===== config.mk =====
export PLATFORM = sky130hd
export DESIGN_NAME = divider_ctrl
export DESIGN_NICKNAME = d
export VERILOG_FILES = /design/src/rtl/divider_ctrl.sv
export SDC_FILE = /design/constraint.sdc
export NUM_CORES = 1
export LEC_CHECK = 0
export CAP_MARGIN = 20
export CORE_ASPECT_RATIO = 1.1
export CORE_MARGIN = 4
export CORE_UTILIZATION = 40
export DETAILED_ROUTE_END_ITERATION = 8
export MAX_ROUTING_LAYER = met4
export PLACE_DENSITY = 0.63
export SYNTH_ARGS = -nofsm -noshare
export SYNTH_HDL_FRONTEND = slang
export SYNTH_SLANG_ARGS = --single-unit
export TNS_END_PERCENT = 1

===== constraint.sdc =====
create_clock -name clk -period 4.3 [get_ports clk]
set_clock_uncertainty 0.05 [all_clocks]
set_input_delay 0.645 -clock clk [delete_from_list [all_inputs] [get_ports clk]]
set_output_delay 0.645 -clock clk [all_outputs]
set_load 0.02 [all_outputs]

===== src/rtl/divider_ctrl.sv =====
// rtl/divider_ctrl.sv - programmable duty-cycle clock divider with period-aligned start/stop and reconfiguration
module divider_ctrl #(
  parameter int W        = 8,
  parameter int DEF_DIV  = 6,
  parameter int DEF_HIGH = 3,
  parameter int PCNT_W   = 16
) (
  input  logic              clk,
  input  logic              reset,
  input  logic              start,
  input  logic              stop,
  input  logic              cfg_valid,
  output logic              cfg_ready,
  input  logic [W-1:0]      cfg_div,
  input  logic [W-1:0]      cfg_high,
  output logic              cfg_err,
  output logic              div_out,
  output logic              period_tick,
  output logic              running,
  output logic [PCNT_W-1:0] period_cnt
);

  typedef enum logic [1:0] {IDLE, RUN, STOP_PEND} state_t;

  state_t       state;
  logic [W-1:0] act_div;
  logic [W-1:0] act_high;
  logic [W-1:0] shd_div;
  logic [W-1:0] shd_high;
  logic         shd_valid;
  logic [W-1:0] cnt;

  logic         accept;
  logic         legal;
  logic         wrap;
  logic         go;
  logic [W-1:0] cnt_n;

  always_comb begin
    accept = cfg_valid && cfg_ready;
    legal  = (cfg_div >= W'(2)) && (cfg_high != '0) && (cfg_high < cfg_div);
    wrap   = (cnt == act_div - W'(1));
    cnt_n  = wrap ? '0 : cnt + W'(1);
    go     = start && !stop;
  end

  always_ff @(posedge clk) begin
    if (reset) begin
      state       <= IDLE;
      act_div     <= W'(DEF_DIV);
      act_high    <= W'(DEF_HIGH);
      shd_div     <= '0;
      shd_high    <= '0;
      shd_valid   <= 1'b0;
      cnt         <= '0;
      cfg_ready   <= 1'b1;
      cfg_err     <= 1'b0;
      div_out     <= 1'b0;
      period_tick <= 1'b0;
      running     <= 1'b0;
      period_cnt  <= '0;
    end else begin
      cfg_err     <= accept && !legal;
      period_tick <= 1'b0;
      case (state)
        IDLE: begin
          if (accept && legal) begin
            act_div  <= cfg_div;
            act_high <= cfg_high;
          end
          if (go) begin
            state       <= RUN;
            running     <= 1'b1;
            cnt         <= '0;
            div_out     <= 1'b1;
            period_tick <= 1'b1;
          end
        end
        RUN, STOP_PEND: begin
          cnt         <= cnt_n;
          div_out     <= (cnt_n < act_high);
          period_tick <= wrap;
          // shadow holds a config while a period is in flight; cfg_ready low blocks overwrite
          if (accept && legal) begin
            shd_div   <= cfg_div;
            shd_high  <= cfg_high;
            shd_valid <= 1'b1;
            cfg_ready <= 1'b0;
          end
          if (wrap) begin
            period_cnt <= period_cnt + PCNT_W'(1);
            if (shd_valid) begin
              act_div   <= shd_div;
              act_high  <= shd_high;
              shd_valid <= 1'b0;
              cfg_ready <= 1'b1;
            end
          end
          if (state == RUN) begin
            if (stop) state <= STOP_PEND;
          end else if (go) begin
            state <= RUN;
          end else if (wrap) begin
            state       <= IDLE;
            running     <= 1'b0;
            cnt         <= '0;
            div_out     <= 1'b0;
            period_tick <= 1'b0;
            // a config taken on the final edge lands directly since we are now idle
            if (accept && legal) begin
              act_div   <= cfg_div;
              act_high  <= cfg_high;
              shd_valid <= 1'b0;
              cfg_ready <= 1'b1;
            end
          end
        end
        default: state <= IDLE;
      endcase
    end
  end

endmodule


==> results.sh <==
export IMPL_p_sw_w=0.000773
export IMPL_tightest_slew_ns=1.01
export IMPL_overflow=0
export IMPL_coreArea_um2=8960
export IMPL_drc_errors=0
export IMPL_grt_setup_unrepaired="false"
export IMPL_placementRows=36
export IMPL_dp_hpwl_um=6720
export IMPL_met3_length_um=394
export IMPL_gp_congestion=0.877
export IMPL_tritoncts="built"
export IMPL_slew_violations=0
export IMPL_fin_tns_setup_ns=0
export IMPL_p_per_area_nw_per_um2=462
export IMPL_n_antenna_cell=0
export IMPL_post_cts_buffers=0
export IMPL_syn2layout_area_growth_pct=18.5
export IMPL_met2_length_um=4550
export IMPL_pwr_share_seq=0.366
export IMPL_path_class="reg -> reg"
export IMPL_fin_crit_sh=0.827
export IMPL_holdPathStages=2
export IMPL_die_h_um=109
export IMPL_peakVddDrop_v=0.000208
export IMPL_period_minus_slack_ns=3.55
export IMPL_crit_fanout=21
export IMPL_p_comb_frac=0.376
export IMPL_highest_layer="met4"
export IMPL_hold_class="reg -> reg"
export IMPL_yosysWarningCount=0
export IMPL_netlist_area_um2=3730
export IMPL_nets=529
export IMPL_fillers=864
export IMPL_final_core_util=0.494
export IMPL_async_reset_ff_frac=0
export IMPL_cts_hold_buf=0
export IMPL_mappedNetlistNets=496
export IMPL_cts_htree_levels=3
export IMPL_io_buffers=41
export IMPL_cp_data_arrival_time_ns=3.77
export IMPL_vias=3269
export IMPL_synth_edf_count=0
export IMPL_total_leakage_power_nw=1.59
export IMPL_start_util=0.417
export IMPL_intPower_w=0.00127
export IMPL_postSynthAreaPerCell_um2=8.24
export IMPL_r2r_end="div_out"
export IMPL_cts_resized=0
export IMPL_layout_commonest_cell="dfxtp_1"
export IMPL_relSlewSlack=0.329
export IMPL_max_freq_ghz=0.281
export IMPL_cap_violations=0
export IMPL_rrSetupSlack_ns=0.75
export IMPL_grt_usage=0.186
export IMPL_layout_common_cells="dfxtp_1, nor2_1, clkdlybuf4s50_1"
export IMPL_synth_distinct_cells=52
export IMPL_die_w_um=100
export IMPL_r2r_start="act_div[0]"
export IMPL_cts_path_max_buffers=2
export IMPL_start_kind="flop"
export IMPL_ys_ff_latch=64
export IMPL_drtAntennaViolNets=0
export IMPL_p_clk_frac=0.259
export IMPL_setup_viol=0
export IMPL_post_drt_wl_per_cell_um=15.4
export IMPL_insertion_delay_ns=0.35
export IMPL_cts_made_buffers=9
export IMPL_drtIter0Drc=163
export IMPL_cp_required_ns=4.51
export IMPL_via_per_inst=5.40
export IMPL_grt_start_max_net_pins=55
export IMPL_drive_gt1_frac=0.0692
export IMPL_cp_end_kind="flop"
export IMPL_swShare=0.378
export IMPL_synth_cells=453
export IMPL_hp_start="shd_high[4]"
export IMPL_antenna_found_initial=0
export IMPL_path_clk_slew_ns=0.07
export IMPL_die_area_um2=10900
export IMPL_drt_met1_wl_um=4220
export IMPL_synth_flop_cell="dfxtp_1"
export IMPL_outcome="finished, final reports clean"
export IMPL_final_cell_count_no_fill=605
export IMPL_whs_endpoint="shd_high[4]"
export IMPL_clock_sinks=64
export IMPL_ys_seq_area_frac=0.343
export IMPL_grt_pass1_wl_um=15800
export IMPL_cts_root_buf="clkbuf_8"
export IMPL_routed_wirelength_um=9300
export IMPL_reg2reg_depth=13
export IMPL_grt_pass1_vias=3318
export IMPL_dr_pass1_iters=4
export IMPL_dp_cells=589
export IMPL_p_total_w=0.00205
export IMPL_hold_violations=0
export IMPL_pin_count=42
flip-flops by register name, indices dropped and copies added (netlist names):
register and cells:
act_high 8, cfg_ready 1, cnt 8, div_out 1, shd_valid 1, period_tick 1, shd_high 8, shd_div 8
act_div 8, period_cnt 16, state 2, running 1, cfg_err 1
worst max-delay path: stages (launching register included):
cell and delay (ns):
dfxtp_1 0.46, inv_1 0.08, ha_1 0.29, nor2b_1 0.16, or3_1 0.35, a31oi_1 0.36
o211a_4 0.42, nor2_1 0.10, ha_1 0.30, a21oi_1 0.13, nor2b_1 0.05, o21ai_0 0.27
o2111ai_1 0.19, o32ai_1 0.25
per-stage QoR:
step	hold slack [ns]	cell area, um^2	setup WS (ns)
after floorplan	0.386	3730	1.19
after global placement	0.392	4230	0.548
after detailed placement	0.397	4230	0.525
after CTS	0.406	4420	0.764
after global routing	0.421	4420	0.407
final	0.403	4420	0.746
worst max path at each step:
stage / startpoint / to / slack (ns) / depth (start not counted)
floorplan: act_div[0] / div_out / 1.19 / 16
global placement: cfg_div[2] / act_div[6] / 0.55 / 10
detailed placement: cfg_div[2] / act_div[6] / 0.53 / 10
CTS: act_div[0] / div_out / 0.76 / 13
global route: act_div[0] / div_out / 0.41 / 13
finish: act_div[0] / div_out / 0.75 / 13
synth_stat cells, types with 3 or more instances:
cell / instances / area (um^2)
nand2b_1: 4 / 25.0
dfxtp_1: 64 / 1280
ha_1: 22 / 275
a211oi_1: 16 / 120
inv_1: 34 / 128
a21oi_1: 34 / 170
mux2i_1: 14 / 140
a31oi_1: 5 / 31.3
or4_1: 4 / 30.0
clkbuf_1: 17 / 63.8
o32ai_1: 5 / 43.8
a221o_1: 4 / 40.0
nand4_1: 7 / 43.8
nor2b_1: 5 / 31.3
a21o_1: 5 / 37.5
xor2_1: 8 / 70.1
nand2_1: 35 / 131
xnor2_1: 22 / 193
nor2_1: 47 / 176
o21ai_0: 7 / 35.0
nor3_1: 18 / 90.1
nor4_1: 3 / 18.8
nand3_1: 27 / 135
or3_1: 7 / 43.8
buf_2: 5 / 25.0
final cells by class:
type                       count  area (um^2)  area share
clock inverter                 3         40.0     0.00905
sequential                    64         1280       0.290
multi-input combinational    330         2220       0.503
inverter                      34          128      0.0288
clock buffer                  13          159      0.0359
tap                          114          143      0.0322
timing repair buffer          47          450       0.102
power groups by stage:
stage / combinational (W) / sequential (W) / clock [W]
after floorplan: 0.000579 / 0.000751 / 0
after global placement: 0.000752 / 0.000760 / 0
after detailed placement: 0.000764 / 0.000763 / 0
after CTS: 0.000770 / 0.000749 / 0.000545
after global routing: 0.000856 / 0.000760 / 0.000567
final: 0.000768 / 0.000748 / 0.000529
kinds of logic after synthesis:
logic type | after synthesis | share of synthesized area
compound gates | 96 | 0.189
xor+xnor | 30 | 0.0704
fa+ha+maj | 22 | 0.0737
buf+inv | 59 | 0.0650
flops | 64 | 0.343
mux | 15 | 0.0405
simple gates | 167 | 0.219
layer usage:
| metal | vias up | global-route usage |
|---|---|---|
| met1 | 1518 | 0.234 |
| met3 | 11 | 0.0228 |
| met2 | 64 | 0.306 |
| li1 | 1676 | - |
| met5 | - | - |
| met4 | 0 | 0.0703 |
Power figures use the tool's default switching activity.
